[src/rtl/alarm_zone_ctrl.sv]
// Multi-zone intrusion alarm controller: exit/entry delays, bypass mask, zone latching, timed siren.
// Optional tamper input enabled by defining TAMPER_EN.
module alarm_zone_ctrl #(
  parameter int unsigned      NUM_ZONES   = 4,
  parameter int unsigned      KEY_W       = 4,
  parameter logic [KEY_W-1:0] ARM_CODE    = 4'b0011,
  parameter logic [KEY_W-1:0] DISARM_CODE = 4'b1100,
  parameter int unsigned      EXIT_DELAY  = 50,
  parameter int unsigned      ENTRY_DELAY = 100,
  parameter int unsigned      SIREN_TIME  = 200
) (
  input  logic                 clk,
  input  logic                 reset_n,
  input  logic                 ena,
  input  logic [NUM_ZONES-1:0] zone_in,
  input  logic [NUM_ZONES-1:0] zone_mask,
  input  logic [KEY_W-1:0]     keypad,
  input  logic                 key_valid,
`ifdef TAMPER_EN
  input  logic                 tamper,
`endif
  output logic                 alarm_siren,
  output logic                 is_armed,
  output logic                 is_exit_delay,
  output logic                 is_wait_delay,
  output logic                 alarm_memory,
  output logic                 arm_reject,
  output logic [NUM_ZONES-1:0] zone_latched
);

  localparam int unsigned MAX_A = (EXIT_DELAY > ENTRY_DELAY) ? EXIT_DELAY : ENTRY_DELAY;
  localparam int unsigned MAX_D = (MAX_A > SIREN_TIME) ? MAX_A : SIREN_TIME;
  localparam int unsigned CNT_W = $clog2(MAX_D + 1);

  localparam logic [CNT_W-1:0] EXIT_LD  = CNT_W'(EXIT_DELAY - 1);
  localparam logic [CNT_W-1:0] ENTRY_LD = CNT_W'(ENTRY_DELAY - 1);
  localparam logic [CNT_W-1:0] SIREN_LD = CNT_W'(SIREN_TIME - 1);

  typedef enum logic [2:0] {
    S_DISARMED,
    S_EXIT,
    S_ARMED,
    S_ENTRY,
    S_ALARM,
    S_MEM
  } state_t;

  state_t               state;
  logic [CNT_W-1:0]     cnt;
  logic [NUM_ZONES-1:0] hits;
  logic                 trip;
  logic                 arm;
  logic                 dis;

  assign hits = zone_in & ~zone_mask;
  assign trip = |hits;
  assign arm  = key_valid && (keypad == ARM_CODE);
  assign dis  = key_valid && (keypad == DISARM_CODE);

  // Flags decode the state held before this edge, so each trails its state by one ena-cycle.
  always_ff @(posedge clk) begin
    if (ena) begin
      if (!reset_n) begin
        state         <= S_DISARMED;
        cnt           <= '0;
        alarm_siren   <= 1'b0;
        is_armed      <= 1'b0;
        is_exit_delay <= 1'b0;
        is_wait_delay <= 1'b0;
        alarm_memory  <= 1'b0;
        arm_reject    <= 1'b0;
        zone_latched  <= '0;
      end else begin
        alarm_siren   <= (state == S_ALARM);
        is_armed      <= (state == S_ARMED);
        is_exit_delay <= (state == S_EXIT);
        is_wait_delay <= (state == S_ENTRY);
        alarm_memory  <= (state == S_MEM);
        arm_reject    <= 1'b0;

        if (state == S_ENTRY || state == S_ALARM) begin
          zone_latched <= zone_latched | hits;
        end

        case (state)
          S_DISARMED: begin
            if (arm) begin
              if (!trip) begin
                state        <= S_EXIT;
                cnt          <= EXIT_LD;
                zone_latched <= '0;
              end else begin
                arm_reject <= 1'b1;
              end
            end
          end
          S_EXIT: begin
            if (dis) begin
              state <= S_DISARMED;
              cnt   <= '0;
            end else if (cnt == '0) begin
              state <= S_ARMED;
            end else begin
              cnt <= cnt - CNT_W'(1);
            end
          end
          S_ARMED: begin
            if (dis) begin
              state <= S_DISARMED;
            end else if (trip) begin
              state        <= S_ENTRY;
              cnt          <= ENTRY_LD;
              zone_latched <= zone_latched | hits;
            end
          end
          S_ENTRY: begin
            if (dis) begin
              state <= S_DISARMED;
              cnt   <= '0;
            end else if (cnt == '0) begin
              state <= S_ALARM;
              cnt   <= SIREN_LD;
            end else begin
              cnt <= cnt - CNT_W'(1);
            end
          end
          S_ALARM: begin
            if (dis) begin
              state <= S_DISARMED;
              cnt   <= '0;
            end else if (cnt == '0) begin
              state <= S_MEM;
            end else begin
              cnt <= cnt - CNT_W'(1);
            end
          end
          S_MEM: begin
            if (dis) begin
              state <= S_DISARMED;
            end
          end
          default: begin
            state <= S_DISARMED;
            cnt   <= '0;
          end
        endcase

`ifdef TAMPER_EN
        // Tamper overrides every transition above and keeps the siren timer topped up.
        if (tamper) begin
          state <= S_ALARM;
          cnt   <= SIREN_LD;
        end
`endif
      end
    end
  end

endmodule
[config.mk]
export PLATFORM = sky130hd
export DESIGN_NAME = alarm_zone_ctrl
export DESIGN_NICKNAME = d
export VERILOG_FILES = /design/src/rtl/alarm_zone_ctrl.sv
export SDC_FILE = /design/constraint.sdc
export NUM_CORES = 1
export LEC_CHECK = 0
export BUFFER_PORTS_ARGS = -buffer_cell sky130_fd_sc_hd__buf_2
export CELL_PAD_IN_SITES_DETAIL_PLACEMENT = 1
export CELL_PAD_IN_SITES_GLOBAL_PLACEMENT = 2
export CORE_MARGIN = 2
export CORE_UTILIZATION = 36
export DETAILED_ROUTE_END_ITERATION = 10
export GPL_ROUTABILITY_DRIVEN = 0
export PLACE_DENSITY_LB_ADDON = 0.05
export SKIP_LAST_GASP = 1
export SLEW_MARGIN = 20
export SYNTH_ARGS = -nofsm -noshare
export SYNTH_HDL_FRONTEND = slang
export SYNTH_SLANG_ARGS = --single-unit
[constraint.sdc]
create_clock -name clk -period 4.4 [get_ports clk]
set_input_delay 0.22 -clock clk [delete_from_list [all_inputs] [get_ports clk]]
set_output_delay 0.22 -clock clk [all_outputs]
set_load 0.1 [all_outputs]
== Word-level counts from Yosys, hierarchy flattened ==
Index checks and enable logic that the tools add are counted.
Cells by class
  reductions and logical operators: 10
  eq/ne operators: 18
  multiplexer cells: 28
  add/sub/neg operators: 1
  bitwise gates (word level): 3
Operators with widths (count)
  8-bit 2-to-1 mux: 8
  8-bit case mux with 5 select lines: 1
  3-bit 2-to-1 mux: 11
  4-bit 2-to-1 mux: 5
  3-bit case mux with 6 select lines: 1
  3-bit inequality test, second input constant: 5
  4-bit by 3-bit inequality test with 1-bit output, second input constant: 3
  8-bit logical NOT: 1
  4-bit inequality test, second input constant: 2
  4-bit case mux with 2 select lines: 1
  8-bit AND reduction: 1
  8-bit by 1-bit subtractor with 8-bit output, second input constant: 1
  7-bit AND reduction: 1
  3-bit by 2-bit == test with 1-bit output, second input constant: 2
  3-bit == test, second input constant: 2
  4-bit AND: 1
  4-bit by 2-bit == test with 1-bit output, second input constant: 1
  4-bit == test, second input constant: 1
  4-bit inverter: 1
  4-bit bitwise OR: 1
  4-bit OR reduction: 1
  3-bit by 1-bit == test with 1-bit output, second input constant: 1
  3-bit logical NOT: 1
  3-bit AND reduction: 1
  other kinds (5): 6
Word-level totals
  input port bits: 16
  output and inout port bits: 10
  logic and storage cells: 69
  flip-flop bits (word level): 21

== Longest topological paths before layout ==
  depth after elaboration: 7
  gate-level depth with buffers: 6
  gate-level depth less buffers: 6

== Least setup slack after synthesis ==
No wires, ideal clock.
  kind: input to register
  start: in zone_in[1]
  end: reg cnt[0] (enable)
  path buffers: 0
  cell stages on the path: 4
  setup time: 395 ps
  arrival time: 1926 ps
  setup slack: 2080 ps
  data required time: 4005 ps
  path through: nor2b_1 > nor4_1 > a22oi_1 > nor4_1
Between the ends
  longest elaborated chain between the ends: 4
  elaborated cells on any way between the ends: 5
  those cells by class: eq/ne: 2; bitwise: 1; reduce/logical: 2
RTL lines
  start: declaration: RTL line 15  | input logic [NUM_ZONES-1:0] zone_in,
  4-bit AND (*): RTL line 55  | assign hits = zone_in & ~zone_mask;
  4-bit OR reduction (*): RTL line 56  | assign trip = |hits;
  3-bit inequality test (no source line)
  7-bit AND reduction (no source line) (*)
  end signal: assignment: RTL line 104  | cnt <= cnt - CNT_W'(1);
  end signal: assignment: RTL line 124  | cnt <= cnt - CNT_W'(1);
  end signal: assignment: RTL line 134  | cnt <= cnt - CNT_W'(1);
  end: declaration: RTL line 49  | logic [CNT_W-1:0] cnt;
Mark *: on every way between the ends. The rest lies on a longest branch, timed or not.
A chain may end at the register's enable or synchronous reset.

== Final worst setup path ==
  start: reg state[0]
  end: reg state[1] (enable)
Between the ends
  longest elaborated chain between the ends: 3
  elaborated cells on any way between the ends: 14
  those cells by class: eq/ne: 12; reduce/logical: 2
RTL lines
  start: declaration: RTL line 48  | state_t state;
  start signal: assignment: RTL line 64  | state <= S_DISARMED;
  start signal: assignment: RTL line 89  | state <= S_EXIT;
  start signal: assignment: RTL line 99  | state <= S_DISARMED;
  3-bit == test, or another cell as far along: RTL line 85  | case (state)
  4-bit by 3-bit inequality test with 1-bit output (no source line), or another cell as far along
  8-bit AND reduction (no source line) (*)
Marks and branches as above.

==> flow_summary.yaml <==
die:
  die_area_mm2: 0.00400
  die_y_um: 63.3
  num_rows: 21
  io-pin-count: 26
  start_util_pct: 37.6
  die_x_um: 63.3
  core_mm2: 0.00336
layout:
  regArea_um2: 631
  layout-drive-gt1-share_pct: 20.5
  layout.nets: 169
  n_antenna_cell: 0
  area_delta_synth_final_pct: 15.5
  fin_util_pct: 43.5
  nFillCells: 418
  multi_input_area_um2: 599
clock_tree:
  h-tree-depth: 1
  clkLatencyLatePin_ns: 0.30
  cts.path.max_buffers: 2
  clock_sinks: 21
  cts_setup_buffers: 0
  clkTransAtPathRegs_ns: 0.11
  cts_resized: 0
  cts_tree: "done"
  postCtsHoldBufs: 0
  cts_root_buffer: "clkbuf_4"
  numCtsBuffers: 3
logic_synthesis:
  syn_nets: 143
  synth_top_area_share_pct: 49.9
  seq_area_frac_synth_pct: 49.9
  synth_edf_count: 21
  yosysTopAreaCell: "edfxtp_1"
  ys_seq_elements: 21
  ys_warn_count: 0
  syn_avg_cell_area_um2: 10.0
  yosysUniqueCellTypes: 36
  netlist_instances: 126
  synthFlopType: "edfxtp_1"
  yosys-top-cells-area: "edfxtp_1 50%, nor2b_1 4.5%, nand2_1 3.6%, nor3b_1 3.6%, nor2_1 3.3%"
  ys_async_sr_fraction_pct: 0
  syn_area_mm2: 0.00126
worst_hold_path:
  min_path_type: "input port to flip-flop"
run_status:
  outcome: "finished, final reports clean"
timing:
  final.min_clock_period_ns: 2.21
  clock_skew_ns: 0.000641
  setup_slack_ns: 2.19
  rsz0062_at_grt: "false"
  setup_tns_ns: 0
  slew_headroom_pct: 52.0
  fmax_mhz: 453
  setup_viol: 0
  finalHoldViolations: 0
  final.period_utilization_pct: 50.1
  slew_violations: 0
  tightest_slew_ns: 0.709
critical_path:
  cp_max_fo: 13
  crit_path_end_kind: "flip-flop"
  critPathKind: "flip-flop to flip-flop"
  required_ns: 4.36
  arrival_ns: 2.16
  start_kind: "flip-flop"
routing:
  post_drt_wl_per_cell_um: 15.9
  wl_met1_um: 1530
  finalWirelength_um: 3140
  vias: 1081
  highest_layer: "met4"
  dr_wl_met3_um: 87
  postRouteAntennaNets: 0
  viasPerCell: 5.49
  drt_iter0_markers: 43
  dr_wl_met2_um: 1490
  drcViolationCount: 0
  dr.pass1.iters: 4
global_route:
  grt_pass1_vias: 1076
  grt_pass1_wl_um: 5150
  grt.overflow.total: 0
  antenna_found_initial: 0
  grt_usage_pct: 16.7
  grt_max_degree: 17
power_and_ir_drop:
  p_per_area_mw_per_mm2: 339
  p_leak_uw: 0.000523
  power_uw: 496
  ir_worst_vdd_v: 0.000109
placement:
  place_ws_ns: 2.20
  portBuffers: 25
  dpl.hpwl_um: 2460
run:
  max_cap_violations: 0
## metal layers
metal,global-route usage [%],up-vias
met5,0,-
li1,-,524
met2,27.5,18
met3,2.86,5
met4,4.89,0
met1,22.6,534
## through the flow
stage | hold WS, ns | std cells | area, um2
2_1_floorplan | 0.332 | 126 | 1260
3_3_place_gp | 0.584 | 193 | 1440
3_5_place_dp | 0.587 | 193 | 1440
4_1_cts | 0.294 | 197 | 1460
5_1_grt | 0.296 | 197 | 1460
6_report | 0.304 | 197 | 1460
## critical path, stage by stage, from the launching register on
cell and delay, ns:
edfxtp_1 0.58, nor2b_1 0.25, or2_2 0.34, nor2b_1 0.16
a221oi_1 0.53
## state kept, by name, indices dropped and copies added (netlist names)
name and cells:
is_wait_delay 1, alarm_memory 1, is_armed 1, arm_reject 1, is_exit_delay 1, zone_latched 4, cnt 8, state 3
alarm_siren 1
## kinds of logic after synthesis
| group | synth area share (%) |
|---|---|
| AOI/OAI and AO/OA | 12.5 |
| and+or+nand+nor | 28.3 |
| adders and majority gates | 1.78 |
| DFF | 49.9 |
| buffers and inverters | 2.77 |
| xor gates and xnor gates | 4.85 |
## synth_stat cells (4+ instances only)
| master | count |
|---|---|
| a21oi_1 | 7 |
| a32o_1 | 4 |
| clkbuf_1 | 4 |
| edfxtp_1 | 21 |
| inv_1 | 4 |
| nand2_1 | 12 |
| nand4_1 | 4 |
| nor2_1 | 11 |
| nor2b_1 | 9 |
| nor3_1 | 5 |
| nor3b_1 | 6 |
| o21ai_0 | 5 |
| xnor2_1 | 4 |
## report_power, final
group | internal [uW] | switching, uW | leakage (uW) | total (uW)
Clock | 35.4 | 58.3 | 0.0000150 | 93.6
Sequential | 243 | 22.2 | 0.000213 | 265
Combinational | 43.2 | 93.8 | 0.000295 | 137
Total | 322 | 174 | 0.000523 | 496
## cell usage in the layout (no fill, tap or decap), drive strengths merged, types with 2 or more instances in the layout
| cell type | instances |
|---|---|
| nand3 | 3 |
| nand4 | 4 |
| inv | 4 |
| nor3b | 6 |
| nor2b | 9 |
| a21oi | 7 |
| nor3 | 5 |
| clkbuf | 4 |
| edfxtp | 21 |
| buf | 26 |
| xor2 | 3 |
| nor4 | 4 |
| o21ai | 5 |
| xnor2 | 4 |
| a32o | 4 |
| nand3b | 2 |
| nor2 | 11 |
| nand2 | 12 |
## cell type report
class                      instances  share of cell area (%)
clock buffer                       4                    1.80
inverter                           4                    1.03
multi-input combinational         96                    41.0
sequential                        21                    43.2
tap                               46                    3.94
timing repair buffer              26                    9.08
## final timing paths
check        cells past startpoint                           from                            end  slack, ns
max                              4         state[0]$_SDFFCE_PN0P_         state[1]$_SDFFCE_PN0P_       2.19
min                              1                            ena  zone_latched[3]$_SDFFCE_PN0P_       0.30
max reg2reg                      4         state[0]$_SDFFCE_PN0P_         state[1]$_SDFFCE_PN0P_       2.19
min reg2reg                      1  zone_latched[2]$_SDFFCE_PN0P_  zone_latched[2]$_SDFFCE_PN0P_       0.61
(Power assumes the default switching activity.)
